<file path="src/rtl/ila_capture.sv">
// Trigger-driven capture buffer for the {b_val, a_val} probe streams.
// Keeps PRETRIG samples of history, completes a DEPTH-sample window around the trigger, then freezes.
module ila_capture #(
    parameter int PW      = 10,
    parameter int DEPTH   = 64,
    parameter int AW      = 6,
    parameter int PRETRIG = 16
) (
    input  logic            clk,
    input  logic            rst,
    input  logic            cen,
    input  logic [PW-1:0]   a_val,
    input  logic [PW-1:0]   b_val,
    input  logic [PW-1:0]   trig_a,
    input  logic [PW-1:0]   trig_b,
    input  logic            arm,
    input  logic            abort,
    input  logic [AW-1:0]   rd_addr,
    output logic [2*PW-1:0] rd_data,
    output logic            trig_seen,
    output logic            busy,
    output logic            done
);

    typedef enum logic [2:0] {IDLE, ARMED, WAIT_TRIG, POST, DONE} state_t;

    localparam logic [AW-1:0] PRE_LAST  = AW'(PRETRIG - 1);
    localparam logic [AW-1:0] POST_LAST = AW'(DEPTH - PRETRIG - 2);
    localparam logic [AW-1:0] PRE_OFS   = AW'(PRETRIG);

    state_t          state;
    logic [AW-1:0]   wr_ptr;
    logic [AW-1:0]   pre_cnt;
    logic [AW-1:0]   post_cnt;
    logic [AW-1:0]   trig_ptr;
    logic [AW-1:0]   win_start;
    logic [AW-1:0]   rd_ptr;
    logic            capturing;
    logic            wr_en;
    logic            hit;

    logic [2*PW-1:0] mem [DEPTH];

    assign capturing = (state == ARMED) || (state == WAIT_TRIG) || (state == POST);
    assign wr_en     = cen && capturing;
    assign hit       = (a_val == trig_a) && (b_val == trig_b);
    assign win_start = trig_ptr - PRE_OFS;
    assign rd_ptr    = win_start + rd_addr;

    // Memory array carries no reset so it maps onto RAM primitives.
    always_ff @(posedge clk) begin
        if (wr_en) begin
            mem[wr_ptr] <= {b_val, a_val};
        end
    end

    // Read register only loads once frozen, so it never picks up unwritten entries.
    always_ff @(posedge clk or negedge rst) begin
        if (!rst) begin
            rd_data <= '0;
        end else if (done) begin
            rd_data <= mem[rd_ptr];
        end
    end

    always_ff @(posedge clk or negedge rst) begin
        if (!rst) begin
            state     <= IDLE;
            wr_ptr    <= '0;
            pre_cnt   <= '0;
            post_cnt  <= '0;
            trig_ptr  <= '0;
            trig_seen <= 1'b0;
            busy      <= 1'b0;
            done      <= 1'b0;
        end else if (abort) begin
            state     <= IDLE;
            trig_seen <= 1'b0;
            busy      <= 1'b0;
            done      <= 1'b0;
        end else if (cen) begin
            case (state)
                IDLE, DONE: begin
                    if (arm) begin
                        state     <= ARMED;
                        wr_ptr    <= '0;
                        pre_cnt   <= '0;
                        trig_seen <= 1'b0;
                        busy      <= 1'b1;
                        done      <= 1'b0;
                    end
                end
                ARMED: begin
                    wr_ptr  <= wr_ptr + 1'b1;
                    pre_cnt <= pre_cnt + 1'b1;
                    if (pre_cnt == PRE_LAST) begin
                        state <= WAIT_TRIG;
                    end
                end
                WAIT_TRIG: begin
                    wr_ptr <= wr_ptr + 1'b1;
                    if (hit) begin
                        trig_ptr  <= wr_ptr;
                        trig_seen <= 1'b1;
                        post_cnt  <= '0;
                        state     <= POST;
                    end
                end
                POST: begin
                    wr_ptr   <= wr_ptr + 1'b1;
                    post_cnt <= post_cnt + 1'b1;
                    if (post_cnt == POST_LAST) begin
                        state <= DONE;
                        busy  <= 1'b0;
                        done  <= 1'b1;
                    end
                end
                default: begin
                    state <= IDLE;
                    busy  <= 1'b0;
                    done  <= 1'b0;
                end
            endcase
        end
    end

endmodule

</file>
<file path="config.mk">
export PLATFORM = sky130hd
export DESIGN_NAME = ila_capture
export DESIGN_NICKNAME = d
export VERILOG_FILES = /design/src/rtl/ila_capture.sv
export SDC_FILE = /design/constraint.sdc
export NUM_CORES = 1
export LEC_CHECK = 0
export CAP_MARGIN = 20
export CELL_PAD_IN_SITES_DETAIL_PLACEMENT = 2
export CELL_PAD_IN_SITES_GLOBAL_PLACEMENT = 2
export CORE_ASPECT_RATIO = 0.5
export CORE_MARGIN = 2
export CORE_UTILIZATION = 35
export CTS_CLUSTER_DIAMETER = 80
export DETAILED_ROUTE_END_ITERATION = 7
export PLACE_DENSITY = 0.64
export SETUP_SLACK_MARGIN = 0.3
export SYNTH_ARGS = -nofsm -noshare
export SYNTH_HDL_FRONTEND = slang
export SYNTH_SLANG_ARGS = --single-unit
</file>
<file path="constraint.sdc">
create_clock -name clk -period 3.6 [get_ports clk]
set_input_delay 0.9 -clock clk [delete_from_list [all_inputs] [get_ports clk]]
set_output_delay 0.9 -clock clk [all_outputs]
set_load 0.02 [all_outputs]
</file>
## Yosys cells after proc, flatten, opt, wreduce, memory -nomap -nowiden

Memory sizes are Yosys's and may differ from the RTL's. A register that Yosys moved wholly into a read port is not among the register bits.
Index checks and enable logic that the tools add are counted.

| operators by class | value |
|---|---|
| equal/unequal tests | 15 |
| reduce and logical (&&, ||, !) cells | 21 |
| bitwise gates (word level) | 1 |
| mux-type cells | 28 |
| add/subtract/negate cells | 5 |

Operator list:

| operator | count |
|---|---|
| $pmux 6 s2 | 3 |
| $reduce_and 4->1 | 6 |
| $eq 10x10->1 | 2 |
| $add 6x1->6 const B | 3 |
| $mux 3 | 6 |
| $mux 1 | 13 |
| $mux 6 | 2 |
| $pmux 3 s4 | 1 |
| $reduce_bool 2->1 | 4 |
| $add 6x6->6 | 1 |
| $eq 3x2->1 const B | 2 |
| $eq 6x4->1 const B | 1 |
| $eq 6x6->1 const B | 1 |
| $ne 3x2->1 const B | 2 |
| $ne 3x3->1 const B | 2 |
| $pmux 1 s3 | 2 |
| $sub 6x5->6 const B | 1 |
| $reduce_and 5->1 | 1 |
| $ne 2x2->1 const B | 2 |
| $reduce_or 2->1 | 2 |
| $eq 3x1->1 const B | 1 |
| $eq 3x3->1 const B | 1 |
| $logic_not 3->1 | 1 |
| $reduce_bool 3->1 | 1 |
| 7 further kinds | 9 |

| storage, ports and cells | value |
|---|---|
| memory bits (writable) | 1280 |
| logic and storage cells | 79 |
| output and inout port bits | 23 |
| memories | 1 |
| register bits | 30 |

Memory list:

| memory | words | bits a word | rd ports | clocked after Yosys merged registers in | wr ports | RTL line | source |
|---|---|---|---|---|---|---|---|
| mem | 64 | 20 | 1 | 1 | 1 | 42 | `logic [2*PW-1:0] mem [DEPTH];` |

## Longest topological paths before layout

Gate-level depths: netlist of run 1.

| depth | value |
|---|---|
| word-level depth | 6 |
| gate-level depth with buffers | 13 |

## Worst setup path after synthesis of run 1

Ideal clock, no wire load.

| timing path | value |
|---|---|
| path type | input to register |
| from | input rd_addr[1] |
| to | register rd_data[0] (read register of mem) |
| arrival time | 3.613 ns |
| cell stages on the path | 11 |
| required time | 3.470 ns |
| slack | -0.144 ns |
| buffers on the path | 3 |
| path through | ha_1 > ha_1 > inv_1 > fa_1 > buf_2 > buf_4 > clkbuf_1 > mux4_2 > mux4_2 > o211ai_1 > nand3_1 |

| between the ends | value |
|---|---|
| cells in the longest elaborated chain, start to end | 1 |

Ends and longest elaborated chain:

| item | RTL line | source |
|---|---|---|
| start: declaration | 18 | `input logic [AW-1:0] rd_addr,` |
| $add 6x6->6 | 48 | `assign rd_ptr = win_start + rd_addr;` |
| end: declaration | 19 | `output logic [2*PW-1:0] rd_data,` |

No other way between the ends.
A chain may end at the register's enable or synchronous reset.

## Worst setup path after layout of run 1

| timing path | value |
|---|---|
| from | register trig_ptr[2] |
| to | register rd_data[6] (read register of mem) |

| between the ends | value |
|---|---|
| cells in the longest elaborated chain, start to end | 2 |

Ends and longest elaborated chain:

| item | RTL line | source |
|---|---|---|
| start: declaration | 35 | `logic [AW-1:0] trig_ptr;` |
| start signal: assignment | 103 | `trig_ptr <= wr_ptr;` |
| $sub 6x5->6 | 47 | `assign win_start = trig_ptr - PRE_OFS;` |
| $add 6x6->6 | 48 |  |

No other way between the ends.

==> flow_results.org, run 1 <==
** Power
- Fraction of power spent switching nets :: 0.244
- Clock network fraction of total power :: 0.389
- Cell internal power dissipation :: approximately 26000 uW
- Part of the total power dissipated in combinational logic :: 0.095
- Total power per unit cell area :: 528 nW/um^2
- VDD IR max :: 0.420 mV
- Summed over all cells, the static leakage comes to 0.0209 uW.
- Total design power :: 33800 uW
- Sw power :: a little over 8000 uW
- Part of the power in registers :: 0.516

** Synth
- Area share of the leading cell type in the synthesized netlist :: 0.736
- Measured against the total synthesized area, the mux share comes to 0.149.
- The compound-gate portion of the synthesized area came to 0.0346.
- After synthesis the netlist holds a flip-flop and latch count of ~1300.
- Sorting the synthesized cells by area gives the leading types as sky130_fd_sc_hd__edfxtp_1, sky130_fd_sc_hd__mux4_2, sky130_fd_sc_hd__dfrtp_1.
- Number of warnings issued by yosys :: 0
- For this run, asynchronously set or reset flops after synthesis account for 0.0376.
- Of the total synthesized cell area, the portion taken by XOR and XNOR cells is 0.00632.
- The synthesized netlist contains 62 unique library cells.
- Main flop type after synthesis :: sky130_fd_sc_hd__edfxtp_1
- Count of mapped cells out of synthesis :: 2486
- The largest total area in the synthesized netlist belongs to sky130_fd_sc_hd__edfxtp_1.
- Simple-gate share of the synthesized area :: 0.0278
- Sequential element share of the synthesized area :: 0.760
- Post-Syn Nets :: approximately 2600
- EDFF count, synth :: approximately 1300
- Fraction of the mapped netlist area in adder cells :: 0.00350
- Combined area of all synthesized cells :: between 50000 and 60000 sq um
- Avg Cell Area, Syn :: 21.0 sq um
- Largest family of logic cells by synthesized area :: multiplexers

** Worst hold path
- In this run the most critical hold path is launched from trig_seen.
- Counting instances, the worst hold path has a depth of 1.
- Hold worst-path end :: trig_seen
- Worst Hold Class :: reg2reg

** Timing
- Worst path setup slack after routing :: -0.0911 ns
- Worst-case clock skew :: about 0.045 ns
- Final setup violation count :: 11
- Fmax :: 271 MHz
- Max-slew violation count :: 0
- Setup repair after global routing missed its margin :: yes
- Final period utilization :: 1.03
- In this run the tightest slew margin relative to its limit is 0.342.
- Hold Worst Slack :: between 0.5 and 0.6 ns
- For the finished layout, the period the worst path requires is roughly 3.7 ns.
- The hold violation total from the final report was 0.
- At the pin with the least slew margin, the transition time is about 0.99 ns.

** Worst setup path
- Kind of critical path :: reg2reg
- Number of cells on the worst reg-to-reg path :: 14
- Worst EP required :: 4.22 ns
- Data arrives at the worst endpoint at 4.31 ns.
- Startpoint of the most critical register-to-register path :: trig_ptr[2]
- The worst register-to-register path ends at rd_data[6].
- Setup slack of the most critical reg-to-reg path :: -0.09 ns
- Worst setup EP type :: flip-flop
- Startpoint types :: flip-flop
- Of all nets on the critical path, the largest fanout is 10.

** Clocking
- For the worst-skew pair, the clock arrives at the later sink with an insertion delay of approximately 0.8 ns.
- TritonCTS built the clock tree.
- Clock buffer count from CTS :: roughly 120
- Clk Tree Root Cell :: sky130_fd_sc_hd__clkbuf_16
- CTS HTree Levels :: 3
- Counting along the longest clock path gives a buffer depth of 3.
- Clock-pin slew of the registers on the worst-case setup and hold paths :: roughly 0.070 ns
- The clock net in this run drives a total of 1330 sinks.

** Die
- Core footprint :: 148000 sq um
- Starting Density :: 0.352
- Row generation in the floorplan step produced 100 rows.
- The die is between 200 and 300 um tall.
- Top-level I/O count :: 74
- The die covers approximately 150000 sq um.
- Width of the die :: 550 um

** Detailed routing
- Detailed-route DRC error count :: 0
- After detailed routing, the number of vias per cell comes to 5.66.
- Average wire per standard cell :: 35.0 um
- The detail route stage leaves a number of antenna-violating nets equal to 0.
- Drt initial violations :: 3418
- Final WL :: around 180000 um
- Number of optimization iterations in the first detailed-route pass :: 5
- The routed layout has 28400 vias.

** Placement
- After legalization and detailed placement, the total HPWL measured ~110000 um.
- At the end of routability-driven placement, the weighted congestion stood at between 0.8 and 0.9.
- Buffers placed on the I/O ports in this run total 73.

** Outcome
- Status :: finished with violations
- Failing checks :: setup timing

** GRT
- Entering global routing, the biggest net connects 65 pins.
- Global-route total usage across every layer :: 0.231
- The total overflow left after global routing is 0.
- First-pass GRT wire length :: 247000 um
- The via count of the first global-routing pass was 30500.
- The initial antenna violation count came to 10.

** Cells and area
- Area taken by flip-flops and latches :: 39700 sq um
- Filler instances :: 13600
- In the final design database the tool counted 3003 nets.
- Relative to the synthesized area, the layout overhead comes to 22.7%.
- Leaving out fill and tap cells, the most frequent cells in the layout are sky130_fd_sc_hd__edfxtp_1, sky130_fd_sc_hd__mux4_2, sky130_fd_sc_hd__buf_4.
- In the final layout, the multi-input gates occupy 12800 sq um.
- Leaving out fill and tap cells, the most frequent cell in the layout is sky130_fd_sc_hd__edfxtp_1.
- Share of final-layout standard cells stronger than drive strength 1 :: 0.361

** Flow run
- The tool flagged a number of max-cap violations equal to 0.
==> registers in the layout, summed over array words and instances (netlist names) <==
register   count
wr_ptr         6
state          3
mem         1280
trig_seen      1
done           1
pre_cnt        6
rd_data       20
trig_ptr       6
busy           1
post_cnt       6
==> power groups by stage <==
stage                     Sequential [uW]  Combinational (uW)  Clock (uW)
after floorplan                     17800                1140           0
after global placement              17800                2740           0
after detailed placement            17800                2840           0
after CTS                           17500                3160       13300
after global routing                17500                3360       13900
final                               17500                3220       13200
==> per-stage QoR <==
stage          setup slack, ns  utilization  TNS [ns]  std cells  cell area (sq um)
2_1_floorplan            0.267            -         0       2486              52300
3_3_place_gp             -1.35        0.394    -22.90       4771              58400
3_5_place_dp             -1.48        0.394    -23.44       4771              58400
4_1_cts                -0.0909        0.430    -0.906       5026              63800
5_1_grt                 -0.145        0.432     -1.51       5028              64100
6_report               -0.0911        0.432    -0.538       5028              64100
==> what timing repair did <==
action	CTS	global route
hold buffers	1	0
setup buffers	23	0
pin swaps	64	26
resized for setup	232	51
setup endpoints to repair	20	20
endpoints found under the hold margin	6	0
cloned	8	1
==> cell usage after synthesis (21+ instances only) <==
cell type / n
sky130_fd_sc_hd__buf_2: 43
sky130_fd_sc_hd__mux4_2: 247
sky130_fd_sc_hd__dfrtp_1: 50
sky130_fd_sc_hd__a211oi_1: 21
sky130_fd_sc_hd__nand3_1: 36
sky130_fd_sc_hd__o22ai_1: 33
sky130_fd_sc_hd__a21oi_1: 25
sky130_fd_sc_hd__mux2i_1: 107
sky130_fd_sc_hd__clkbuf_1: 35
sky130_fd_sc_hd__nor2_1: 94
sky130_fd_sc_hd__mux4_1: 41
sky130_fd_sc_hd__a22oi_1: 77
sky130_fd_sc_hd__buf_6: 21
sky130_fd_sc_hd__nand2_1: 95
sky130_fd_sc_hd__edfxtp_1: 1280
==> cell families (layout without fill, tap and decap cells) <==
| group | Yosys count | after routing |
|---|---|---|
| DFF | 1330 | 1330 |
| muxes | 401 | 401 |
| and+or+nand+nor | 307 | 307 |
| AOI/OAI and AO/OA | 250 | 250 |
| buffers and inverters | 148 | 700 |
| xor gates and xnor gates | 36 | 36 |
| adders and majority gates | 14 | 14 |
| other | 0 | 1 |
==> routing by layer <==
layer / up-vias / GRT usage / share of wire
met3: 211 / 0.0385 / 0.075
met5: - / 0 / 0.000074
met4: 2 / 0.0511 / 0.022
met2: 1181 / 0.373 / 0.48
li1: 11300 / - / -
met1: 15700 / 0.328 / 0.42
==> worst max-delay path, cell delays in order (launching register included) <==
cell and delay, ns:
sky130_fd_sc_hd__dfrtp_1 0.46, sky130_fd_sc_hd__ha_4 0.30, sky130_fd_sc_hd__inv_1 0.07, sky130_fd_sc_hd__fa_4 0.90
sky130_fd_sc_hd__buf_12 0.18, sky130_fd_sc_hd__buf_16 0.17, sky130_fd_sc_hd__buf_4 0.15, sky130_fd_sc_hd__buf_16 0.14
sky130_fd_sc_hd__mux4_2 0.31, sky130_fd_sc_hd__a22oi_2 0.20, sky130_fd_sc_hd__buf_4 0.13, sky130_fd_sc_hd__nand2_1 0.07
sky130_fd_sc_hd__o22ai_1 0.17, sky130_fd_sc_hd__buf_4 0.18, sky130_fd_sc_hd__o31ai_1 0.08
==> area by class of cell <==
type,instances,area share
timing repair buffer,465,0.0801
clock buffer,159,0.0501
sequential,1330,0.619
antenna,1,0.0000391
multi-input combinational,1008,0.200
clock inverter,64,0.0107
inverter,12,0.000742
tap,1989,0.0388
==> worst max path at each step <==
stage / endpoint / start / slack [ns]
2_1_floorplan: rd_data[0] / rd_addr[1] / 0.27
3_3_place_gp: rd_data[7] / rd_addr[1] / -1.35
3_5_place_dp: rd_data[7] / rd_addr[1] / -1.48
4_1_cts: rd_data[0] / trig_ptr[1] / -0.09
6_report: rd_data[6] / trig_ptr[2] / -0.09
5_1_grt: rd_data[18] / trig_ptr[1] / -0.15
No activity file was read; power rests on OpenSTA's default activity.
==> run 2: changes to the inputs <==
--- a/config.mk
+++ b/config.mk
@@ -9,11 +9,12 @@
 export CELL_PAD_IN_SITES_DETAIL_PLACEMENT = 2
 export CELL_PAD_IN_SITES_GLOBAL_PLACEMENT = 2
 export CORE_ASPECT_RATIO = 0.5
-export CORE_MARGIN = 2
+export CORE_MARGIN = 10
 export CORE_UTILIZATION = 35
 export CTS_CLUSTER_DIAMETER = 80
 export DETAILED_ROUTE_END_ITERATION = 7
 export PLACE_DENSITY = 0.64
+export RECOVER_POWER = 100
 export SETUP_SLACK_MARGIN = 0.3
 export SYNTH_ARGS = -nofsm -noshare
 export SYNTH_HDL_FRONTEND = slang
==> flow_results.org, run 2 (same netlist as run 1, synthesis figures left out) <==
** Cells and area
- Final design instance area without fill :: around 63000 sq um
- In the layout the commonest cells are sky130_fd_sc_hd__edfxtp_1, sky130_fd_sc_hd__mux4_2, sky130_fd_sc_hd__buf_4.
- Filler instances :: 13600
- Synthesis-to-finish area growth :: 21.1%
- Registers with the most flip-flops :: mem: 1280 flops, rd_data: 20 flops
- More flip-flops sit in one register than any other, and that register is mem.
- Share of final-layout standard cells stronger than drive strength 1 :: 0.326
- # nets final :: 3043
- The library cell used most frequently in the layout, excluding fill and tap cells, is sky130_fd_sc_hd__edfxtp_1.
- Largest register FFs :: roughly 1300
- The finished layout holds 5073 standard cells, fillers aside.

** Worst hold path
- In this run the most critical hold path is launched from a_val[7].
- For hold timing, the worst endpoint is mem[50][7].
- Cells on Worst Hold Path :: 1
- Worst Hold Class :: in2reg

** GRT
- The via count of the first global-routing pass came to 31000.
- First-pass GRT wire length :: 256000 um
- Entering global routing, the biggest net connects 65 pins.
- The initial antenna violation count was 16.
- Across every metal layer, demand over resource in global routing totals 0.214.
- After global routing the overflow that remains totals 0.

** Timing
- Setup repair after global routing missed its margin :: yes
- Max-slew violation count :: 1068
- In the finished design, the share of the clock period the worst path needs comes to 1.08.
- Worst path setup slack after routing :: -0.294 ns
- Clock skew on the completed layout was measured at 0.0485 ns.
- Rel. slew slack :: -0.531
- For the pin with the worst max-slew slack, the measured transition is 2.30 ns.
- Timing would allow up to 257 MHz.
- The hold violation total from the final report came to 0.
- Final setup violation count :: 37
- Subtracting the final worst setup slack from the clock period gives just under 4 ns.

** Die
- The initialized floorplan defines 100 standard-cell rows.
- Top-level I/O count :: 74
- Overall die height :: 293 um
- Starting Density :: 0.352
- Width of the die :: 566 um
- Die footprint :: 166000 sq um
- In this run the standard cell core region covers 149000 sq um.

** Power
- Part of the power in registers :: 0.507
- Total power per unit cell area :: about 550 nW/um^2
- Of the total power, the share spent switching nets is 0.242.
- Reported leakage power :: 0.0208 uW
- Part of the total power dissipated in combinational logic :: 0.090
- Cell internal power dissipation :: around 26000 uW
- The share of total power dissipated in the clock network is 0.402.
- IR analysis of the VDD net gives a maximum drop of 0.378 mV.
- Sw power :: 8350 uW

** Detailed routing
- The detailed router finished its first iteration with ~3800 violations.
- Across all layers, the routed design uses 29000 vias.
- Before antenna repair, the detailed router went through 5 iterations.
- In the routed layout, each cell is associated on average with a via count of 5.72.
- In the final routed layout, each cell accounts on average for 36.0 um.
- Wires add up to approximately 180000 um.
- In the routed design, unresolved DRC markers number 0.
- DRT antenna net count :: 0

** Worst setup path
- Number of cells on the worst reg-to-reg path :: 14
- Critical path data arrival time :: 4.51 ns
- Setup slack of the most critical reg-to-reg path :: -0.29 ns
- Startpoint types :: flip-flop
- Worst EP required :: about 4.2 ns
- Of all nets on the critical path, the largest fanout is 8.
- Kind of critical path :: reg2reg
- The startpoint identified for the worst register-to-register timing path is trig_ptr[1].
- Worst setup EP type :: flip-flop
- In this run the critical register-to-register path is captured at rd_data[1].

** Clocking
- In this run, CTS created clock tree buffers numbering 120.
- Insertion delay to the later sink of the worst-skew pair :: 0.77 ns
- # clock sinks :: 1330
- TritonCTS clock tree :: done
- The longest clock path from root to sink contains 3 buffers.
- Clk Tree Root Cell :: sky130_fd_sc_hd__clkbuf_16
- CTS HTree Levels :: 3
- Clock-pin slew was measured on the worst setup and hold paths at 0.07 ns.

** Placement
- Weighted congestion at the end of routability-driven global placement :: 0.799
- Number of placed instances, taps included :: 4800
- HPWL after DPL :: between 100000 and 150000 um
- Count of buffers inserted at the top-level ports :: 73
- Cell Area, Placed :: 58300 sq um

** Outcome
- Failing checks :: capacitance limit, slew limit, setup timing
- Status :: finished with violations

** Flow run
- Max-capacitance violation count :: 20
==> run 2: cell types whose count changed in the layout (fill, tap and decap cells not counted), sizes merged, moves of 8 or more <==
cell and change:
clkdlybuf4s50 -24, bufinv +8, buf -97, dlygate4sd3 +23, clkbuf +131
==> run 2: cell type report <==
| cell class | instances | area [sq um] | area share |
|---|---|---|---|
| well taps | 1989 | 2490 | 0.0394 |
| clock inverters | 72 | 906 | 0.0143 |
| clock buffers | 151 | 3220 | 0.0509 |
| multi-input cells | 1008 | 12300 | 0.194 |
| diodes | 5 | 12.5 | 0.000198 |
| repair buffers | 506 | 4570 | 0.0723 |
| inverters | 12 | 45.0 | 0.000712 |
| flip-flops and latches | 1330 | 39700 | 0.628 |
==> run 2: worst max-delay path, cell delays in order (launching register included) <==
cell	delay, ns
sky130_fd_sc_hd__dfrtp_2	0.45
sky130_fd_sc_hd__ha_4	0.29
sky130_fd_sc_hd__ha_4	0.13
sky130_fd_sc_hd__inv_2	0.04
sky130_fd_sc_hd__fa_4	0.80
sky130_fd_sc_hd__buf_12	0.15
sky130_fd_sc_hd__buf_12	0.13
sky130_fd_sc_hd__buf_12	0.12
sky130_fd_sc_hd__buf_16	0.15
sky130_fd_sc_hd__buf_4	0.18
sky130_fd_sc_hd__buf_12	0.14
sky130_fd_sc_hd__mux4_2	0.32
sky130_fd_sc_hd__mux4_2	0.50
sky130_fd_sc_hd__o211ai_1	0.20
sky130_fd_sc_hd__nand3_1	0.17
==> run 2: per-stage QoR <==
step / power (uW) / hold WS (ns) / utilization / setup WS [ns] / setup TNS, ns
floorplan: 18900 / 0.470 / - / 0.267 / 0
global placement: 20500 / 0.491 / 0.393 / -1.37 / -22.12
detailed placement: 20700 / 0.501 / 0.393 / -1.41 / -23.31
CTS: 34600 / 0.182 / 0.428 / -0.129 / -1.77
global route: 35400 / 0.452 / 0.426 / -0.310 / -5.76
finish: 34500 / 0.484 / 0.426 / -0.294 / -3.98
==> run 2: power groups by stage <==
stage	Combinational (uW)	Sequential (uW)	Clock [uW]
floorplan	1140	17800	0
global placement	2730	17800	0
detailed placement	2850	17800	0
CTS	3120	17500	14000
global route	3250	17500	14600
finish	3110	17500	13900
==> run 2: what timing repair did <==
item                       in CTS  in global routing
buffers inserted               25                 12
setup endpoints to repair      20                 20
cloned                          6                  2
hold buffers                    0                  0
gates resized for setup       176                 36
pin swaps                      54                 19
==> run 2: per-layer routing <==
metal	track usage	share of wire
met3	0.0496	0.086
met4	0.0638	0.033
met2	0.344	0.47
met1	0.292	0.41
met5	0	0.000060
==> run 2: worst max-delay path by stage <==
stage	startpoint	end	slack, ns	depth (start not counted)
floorplan	rd_addr[1]	rd_data[0]	0.27	11
global placement	rd_addr[1]	rd_data[15]	-1.37	14
detailed placement	rd_addr[1]	rd_data[15]	-1.41	14
CTS	trig_ptr[1]	rd_data[7]	-0.13	15
global route	trig_ptr[1]	rd_data[1]	-0.31	14
finish	trig_ptr[1]	rd_data[1]	-0.29	14
